File: src/rtl/pong_pkg.sv
// Shared definitions for the pong scoring logic: game states, seven-segment
// patterns and default game parameters.
package pong_pkg;

    typedef enum logic [1:0] {
        ST_PLAYING   = 2'd0,
        ST_HOLD      = 2'd1,
        ST_GAME_OVER = 2'd2
    } state_t;

    // Bit 0 top, 1 upper-left, 2 upper-right, 3 middle, 4 lower-left, 5 lower-right, 6 bottom
    localparam logic [6:0] SEG_0     = 7'h77;
    localparam logic [6:0] SEG_1     = 7'h24;
    localparam logic [6:0] SEG_2     = 7'h5D;
    localparam logic [6:0] SEG_3     = 7'h6D;
    localparam logic [6:0] SEG_4     = 7'h2E;
    localparam logic [6:0] SEG_5     = 7'h6B;
    localparam logic [6:0] SEG_6     = 7'h7B;
    localparam logic [6:0] SEG_7     = 7'h25;
    localparam logic [6:0] SEG_8     = 7'h7F;
    localparam logic [6:0] SEG_9     = 7'h6F;
    localparam logic [6:0] SEG_BLANK = 7'h00;

    localparam int WIN_SCORE_DEF    = 9;
    localparam int HOLD_FRAMES_DEF  = 60;
    localparam int BLINK_FRAMES_DEF = 30;

endpackage

File: src/rtl/seg7_encoder.sv
// Combinational 4-bit value to seven-segment pattern; values above 9 render blank.
module seg7_encoder
    import pong_pkg::*;
(
    input  logic [3:0] i_value,
    output logic [6:0] o_seg
);

    always_comb begin
        o_seg = SEG_BLANK;
        case (i_value)
            4'd0:    o_seg = SEG_0;
            4'd1:    o_seg = SEG_1;
            4'd2:    o_seg = SEG_2;
            4'd3:    o_seg = SEG_3;
            4'd4:    o_seg = SEG_4;
            4'd5:    o_seg = SEG_5;
            4'd6:    o_seg = SEG_6;
            4'd7:    o_seg = SEG_7;
            4'd8:    o_seg = SEG_8;
            4'd9:    o_seg = SEG_9;
            default: o_seg = SEG_BLANK;
        endcase
    end

endmodule

File: src/rtl/score_keeper.sv
// Pong score keeper: edge-detects point levels, tracks both scores, freezes play
// between points and blinks the winner's digit once the game is over.
module score_keeper
    import pong_pkg::*;
#(
    parameter int WIN_SCORE    = WIN_SCORE_DEF,
    parameter int HOLD_FRAMES  = HOLD_FRAMES_DEF,
    parameter int BLINK_FRAMES = BLINK_FRAMES_DEF
) (
    input  logic       i_clk,
    input  logic       i_reset,
    input  logic       i_point_left,
    input  logic       i_point_right,
    input  logic       i_frame_tick,
    input  logic       i_new_game,
    output logic [6:0] o_digit_left,
    output logic [6:0] o_digit_right,
    output logic       o_freeze,
    output logic       o_game_over,
    output logic       o_winner,
    output logic [1:0] o_dbg_state
);

    localparam int CNT_MAX = (HOLD_FRAMES > BLINK_FRAMES) ? HOLD_FRAMES : BLINK_FRAMES;
    localparam int CW      = $clog2(CNT_MAX + 1);

    localparam logic [3:0]    WIN        = 4'(WIN_SCORE);
    localparam logic [CW-1:0] HOLD_LAST  = CW'(HOLD_FRAMES - 1);
    localparam logic [CW-1:0] BLINK_LAST = CW'(BLINK_FRAMES - 1);

    state_t        state_q, state_d;
    logic [3:0]    left_q, left_d;
    logic [3:0]    right_q, right_d;
    logic          pl_q, pl_d;
    logic          pr_q, pr_d;
    logic [CW-1:0] cnt_q, cnt_d;
    logic          blink_q, blink_d;
    logic          winner_q, winner_d;
    logic [6:0]    dig_l_q, dig_l_d;
    logic [6:0]    dig_r_q, dig_r_d;
    logic          freeze_q, freeze_d;
    logic          go_q, go_d;

    logic          edge_l;
    logic          edge_r;
    logic [6:0]    seg_l;
    logic [6:0]    seg_r;

    seg7_encoder u_enc_left (
        .i_value (left_q),
        .o_seg   (seg_l)
    );

    seg7_encoder u_enc_right (
        .i_value (right_q),
        .o_seg   (seg_r)
    );

    always_comb begin
        edge_l   = i_point_left & ~pl_q;
        edge_r   = i_point_right & ~pr_q;
        pl_d     = i_point_left;
        pr_d     = i_point_right;
        state_d  = state_q;
        left_d   = left_q;
        right_d  = right_q;
        cnt_d    = cnt_q;
        blink_d  = blink_q;
        winner_d = winner_q;

        if (i_new_game) begin
            state_d = ST_HOLD;
            left_d  = 4'd0;
            right_d = 4'd0;
            cnt_d   = '0;
            blink_d = 1'b1;
        end else begin
            case (state_q)
                ST_PLAYING: begin
                    // Simultaneous edges still pause play, but nobody scores
                    if (edge_l || edge_r) begin
                        state_d = ST_HOLD;
                        cnt_d   = '0;
                        if (edge_l && !edge_r && left_q < WIN) begin
                            left_d = left_q + 4'd1;
                            if (left_q + 4'd1 == WIN) begin
                                state_d  = ST_GAME_OVER;
                                winner_d = 1'b0;
                                blink_d  = 1'b1;
                            end
                        end else if (edge_r && !edge_l && right_q < WIN) begin
                            right_d = right_q + 4'd1;
                            if (right_q + 4'd1 == WIN) begin
                                state_d  = ST_GAME_OVER;
                                winner_d = 1'b1;
                                blink_d  = 1'b1;
                            end
                        end
                    end
                end
                ST_HOLD: begin
                    if (i_frame_tick) begin
                        if (cnt_q == HOLD_LAST) begin
                            state_d = ST_PLAYING;
                            cnt_d   = '0;
                        end else begin
                            cnt_d = cnt_q + CW'(1);
                        end
                    end
                end
                ST_GAME_OVER: begin
                    if (i_frame_tick) begin
                        if (cnt_q == BLINK_LAST) begin
                            cnt_d   = '0;
                            blink_d = ~blink_q;
                        end else begin
                            cnt_d = cnt_q + CW'(1);
                        end
                    end
                end
                default: begin
                    state_d = ST_HOLD;
                    cnt_d   = '0;
                end
            endcase
        end

        freeze_d = (state_d != ST_PLAYING);
        go_d     = (state_d == ST_GAME_OVER);

        // Digits trail the score registers by one cycle; the blink blanks only the winner
        dig_l_d = seg_l;
        dig_r_d = seg_r;
        if (state_q == ST_GAME_OVER && !blink_q) begin
            if (winner_q) begin
                dig_r_d = SEG_BLANK;
            end else begin
                dig_l_d = SEG_BLANK;
            end
        end
    end

    always_ff @(posedge i_clk or posedge i_reset) begin
        if (i_reset) begin
            state_q  <= ST_HOLD;
            left_q   <= 4'd0;
            right_q  <= 4'd0;
            pl_q     <= 1'b0;
            pr_q     <= 1'b0;
            cnt_q    <= '0;
            blink_q  <= 1'b1;
            winner_q <= 1'b0;
            dig_l_q  <= SEG_0;
            dig_r_q  <= SEG_0;
            freeze_q <= 1'b1;
            go_q     <= 1'b0;
        end else begin
            state_q  <= state_d;
            left_q   <= left_d;
            right_q  <= right_d;
            pl_q     <= pl_d;
            pr_q     <= pr_d;
            cnt_q    <= cnt_d;
            blink_q  <= blink_d;
            winner_q <= winner_d;
            dig_l_q  <= dig_l_d;
            dig_r_q  <= dig_r_d;
            freeze_q <= freeze_d;
            go_q     <= go_d;
        end
    end

    assign o_digit_left  = dig_l_q;
    assign o_digit_right = dig_r_q;
    assign o_freeze      = freeze_q;
    assign o_game_over   = go_q;
    assign o_winner      = winner_q;
    assign o_dbg_state   = state_q;

endmodule

File: config.mk
export PLATFORM = sky130hd
export DESIGN_NAME = score_keeper
export DESIGN_NICKNAME = d
export VERILOG_FILES = /design/src/rtl/pong_pkg.sv /design/src/rtl/seg7_encoder.sv /design/src/rtl/score_keeper.sv
export SDC_FILE = /design/constraint.sdc
export NUM_CORES = 1
export LEC_CHECK = 0
export CAP_MARGIN = 20
export CORE_AREA = 2 2 77 79
export CTS_CLUSTER_SIZE = 12
export DETAILED_ROUTE_END_ITERATION = 6
export DIE_AREA = 0 0 79 81
export SLEW_MARGIN = 20
export SYNTH_ARGS = -nofsm -noshare
export SYNTH_HDL_FRONTEND = slang
export SYNTH_HIERARCHICAL = 1
export SYNTH_SLANG_ARGS = --single-unit
File: constraint.sdc
create_clock -name i_clk -period 2.2 [get_ports i_clk]
set_input_delay 0.44 -clock i_clk [delete_from_list [all_inputs] [get_ports i_clk]]
set_output_delay 0.44 -clock i_clk [all_outputs]
set_load 0.03 [all_outputs]
==> results.md <==
- The flow ran to the end, and the final reports show no timing, DRC or antenna violations.
- The number of buffers inserted by port buffering is 24.
- Once the clock tree was built, the resizer swapped 0 gates to a different size.
- The area share of the leading cell type in the synthesized netlist is 22.16%.
- Setup repair after global routing left no endpoint under its margin.
- The first global-routing pass estimated 7334 um of wire.
- The multi-input combinational cells in the finished layout cover a total of 1309 sq um.
- The maximum fanout along the worst path is 6.
- The post-route netlist has 18.38% of its cells at a drive strength greater than 1.
- Summed over all layers, the global routing overflow is 0.
- The maximum count of clock buffers along a single path is 2.
- The number of routed nets with antenna violations is 0.
- The setup skew after layout is 0.006931 ns.
- The worst path buffer plus inverter count is 1.
- The number of detailed-routing iterations run before antenna repair is 4.
- The data arrival at the endpoint of the critical path is 1.55 ns.
- The placer's final routability congestion estimate is 0.8254.
- The number of sinks handled by clock tree synthesis is 36.
- The global router's overall resource usage is 14.70%.
- The setup TNS after final layout is 0 ns.
- In this design, the stage delay of the slowest critical-path cell is 0.68 ns.
- The clock-pin transition on the worst setup and hold timing paths is 0.07 ns.
- Dividing total power by cell area gives a power density of 471.8 nW/um^2.
- The post-synthesis cell type with the largest combined area is dfrtp_1.
- The later pin in the worst-skew pair is clocked with a latency of 0.28 ns.
- Summing the areas of all xor and xnor instances in the mapped netlist gives 2.586% of the synthesized area.
- The initialized floorplan defines 28 standard-cell rows.
- The core region area is 5675 sq um.
- Counting flops with a built-in enable in the synthesized netlist gives 0.
- In the synthesized netlist the async set-or-reset flop fraction comes to 100.0%.
- 0 antenna diodes ended up in the layout.
- The average via count per standard cell is 4.994.
- The clock power share is 33.8%.
- The maximum resistive drop on vdd is 246.0 uV.
- Measured on the finished design, the core utilization comes to 49.49%.
- For the pin with the worst max-slew slack, the measured transition is 0.8746 ns.
- The leakage power figure is 1.200 nW.
- The via count of the routed design is 1733.
- The library cell used as clock root buffer is clkbuf_8.
- After synthesis the netlist holds a flip-flop and latch count of 36.
- The combinational family with the most area after synthesis is compound AO/OA/AOI/OAI gates.
- The final design instance area without fill is 2809 sq um.
- CTS built an H-tree with a depth of 2.
- The largest net degree at the start of global routing is 37.
- STA classifies the critical path startpoint as a flip-flop.
- The class of the most critical setup path is reg -> out.
- The internal power of the cells totals 0.9802 mW.
- Net switching is 26.04% of the power.
- Counting every net in the synthesized netlist gives 265.
- The number of nets in the layout is 301.
- Summing the areas of all compound-gate instances in the mapped netlist gives 20.79% of the synthesized area.
- Synthesis produced a netlist whose cell count is 235.
- In the synthesized netlist the dominant register cell turns out to be dfrtp_1.
- The kind of cell with the highest combined delay on the critical path is buffers and inverters.
- The chip height is 81 um.
- In this run the horizontal extent of the chip is 79 um.
- The first routing iteration left 77 violations.
- The total of hold buffers inserted after clock tree synthesis is 0.
- Summing the areas of all and, or, nand and nor instances in the mapped netlist gives 17.84% of the synthesized area.
- Walking the worst path, the cells encountered are clkdlybuf4s50_1.
- In this run the tightest slew margin relative to its limit is 41.57%.
- The hold violation total from the final report is 0.
- The overall routed net length is 4301 um.
- The part of the total power dissipated in sequential elements is 53.2%.
- TritonCTS created 5 clock buffers.
- The multiplexer fraction of the synthesized cell area is 1.319%.
- The layout has 545 filler cells.
- The cell area after technology mapping is 2371 sq um.
- Detailed placement ended at an HPWL of 3002 um.
- The floorplan step defined a die boundary enclosing 6399 sq um.
- Combinational cells account for 12.9% of the total power.
- The per-cell routed wire length is 12.39 um.
- Buffers added to address setup during post-CTS repair amount to 0.
- For this design, the slowest cell found on the critical path is clkdlybuf4s50_1.
- The area growth from synthesis to layout is 18.47%.
- The final critical-path share of the clock period is 90.47%.
- The synthesized-area fraction occupied by adder cells is 12.66%.
- The count of final setup violators is 0.
- For this run, the top clock speed supported by timing is 0.5024 GHz.
- The placed instances occupy a cell area of 2728 sq um.
- Across the run, the number of max-cap violations was 0.
- The via count of the first global-routing pass was 1613.
- For this configuration, the core starts out at a cell density of 41.78%.
- The clock period minus final worst setup slack is 1.990 ns.
- The max-slew violation count was 0.
- During synthesis, Yosys emitted a total of 6 warnings.
- The data required time at the worst endpoint is 1.76 ns.
- The register cell area after layout is 919.6 sq um.
- The class of the tightest hold or removal check is reg -> reg.
- Counting distinct cell types in the post-synthesis netlist gives 50.
- The switching component of the power is 0.3451 mW.
- The number of antenna violations at the first check in global routing came to 0.
- The number of primary I/O pins is 25.
- The clock tree from TritonCTS is yes.
- The share of the Yosys chip area taken by registers is 38.79%.
- Dividing the synthesized area by the synthesized cell count gives 10.09 sq um.
- The type of element capturing the critical path is an output port.
- The top cell types in the final layout, fill and taps aside, are 24 x ha_1, 24 x clkdlybuf4s50_1, 21 x inv_1, 21 x dfrtp_1, 20 x nor2_1.
- For this run, design rule violations remaining after detail routing come to 0.
- The final hold slack is 0.5610 ns.
- Yosys attributes the largest share of cell area to dfrtp_1 22%, dfstp_2 17%, ha_1 13%.
## cells in the mapped netlist (all sizes together) (2+ instances only)
master   instances
a2111oi          2
a211oi           3
nor2b           10
nand2b           7
nand2           10
a211o            2
a21o             3
and2             7
a21oi           12
xnor2            5
o32ai            2
mux2i            2
nor2            20
nand3            5
a41oi            3
ha              24
o21ai           13
and3             3
o22ai           11
dfrtp           21
inv             22
nand3b           2
o21a             3
buf              5
dfstp           15
a22o             3
xor2             2
nor3             5
## cell families (layout without fill, tap and decap cells)
| family | after synthesis | count (layout) |
|---|---|---|
| XOR/XNOR | 7 | 7 |
| AO/OA/AOI/OAI | 62 | 62 |
| adder cells (fa/ha/maj) | 24 | 24 |
| multiplexers | 3 | 3 |
| AND/OR/NAND/NOR | 75 | 75 |
| flip-flops | 36 | 36 |
| buffers and inverters | 28 | 65 |
## final timing paths
kind,start,endpoint,slack [ns],depth (start not counted)
setup / recovery,o_dbg_state[0],o_dbg_state[0],0.21,1
hold / removal,cnt_q[5],cnt_q[5],0.56,2
setup reg to reg,o_dbg_state[0],cnt_q[3],0.28,6
hold reg to reg,cnt_q[5],cnt_q[5],0.56,2
max in group asynchronous,i_reset,o_dbg_state[0],1.29,3
min in group asynchronous,i_reset,right_q[3],0.57,3
## power groups by stage
stage	registers (mW)	logic, mW	clock network [mW]
after floorplan	0.730	0.101	0
after global placement	0.716	0.169	0
after detailed placement	0.717	0.173	0
after CTS	0.705	0.174	0.478
after global routing	0.707	0.193	0.507
final	0.706	0.171	0.448
## sequential cells by signal (all words and copies together), names as in the netlist, 2 cells and up
name	cells
right_q	4
cnt_q	6
o_digit_left	7
left_q	4
o_dbg_state	2
o_digit_right	7
## worst reg2reg max path, stage by stage, from the launching register on
cell,delay (ns)
dfstp_2,0.59
inv_1,0.09
ha_1,0.29
o21ai_0,0.26
a21o_1,0.24
o21ai_0,0.11
a22o_1,0.24
## final cells by class
type / count / share of cell area (%)
Multi-Input combinational cell: 171 / 46.59
Sequential cell: 36 / 32.74
Timing Repair Buffer: 35 / 11.49
Tap cell: 75 / 3.341
Inverter: 22 / 2.940
Clock buffer: 7 / 2.717
Clock inverter: 1 / 0.1782
## metrics by stage
step                      power, mW  worst slack [ns]  std cells
after floorplan              0.8307            0.2526        235
after global placement       0.8856           0.06226        339
final                         1.325            0.2097        347
after global routing          1.408            0.1208        347
after CTS                     1.357            0.1941        347
after detailed placement     0.8899           0.02772        339
## layer usage
metal	track usage, %	up-vias	wire, um
met5	0	-	0
met4	6.897	0	91
met3	3.444	10	163
met2	23.98	34	1998
met1	18.53	796	2048
li1	-	893	-
Power figures use the tool's default switching activity.
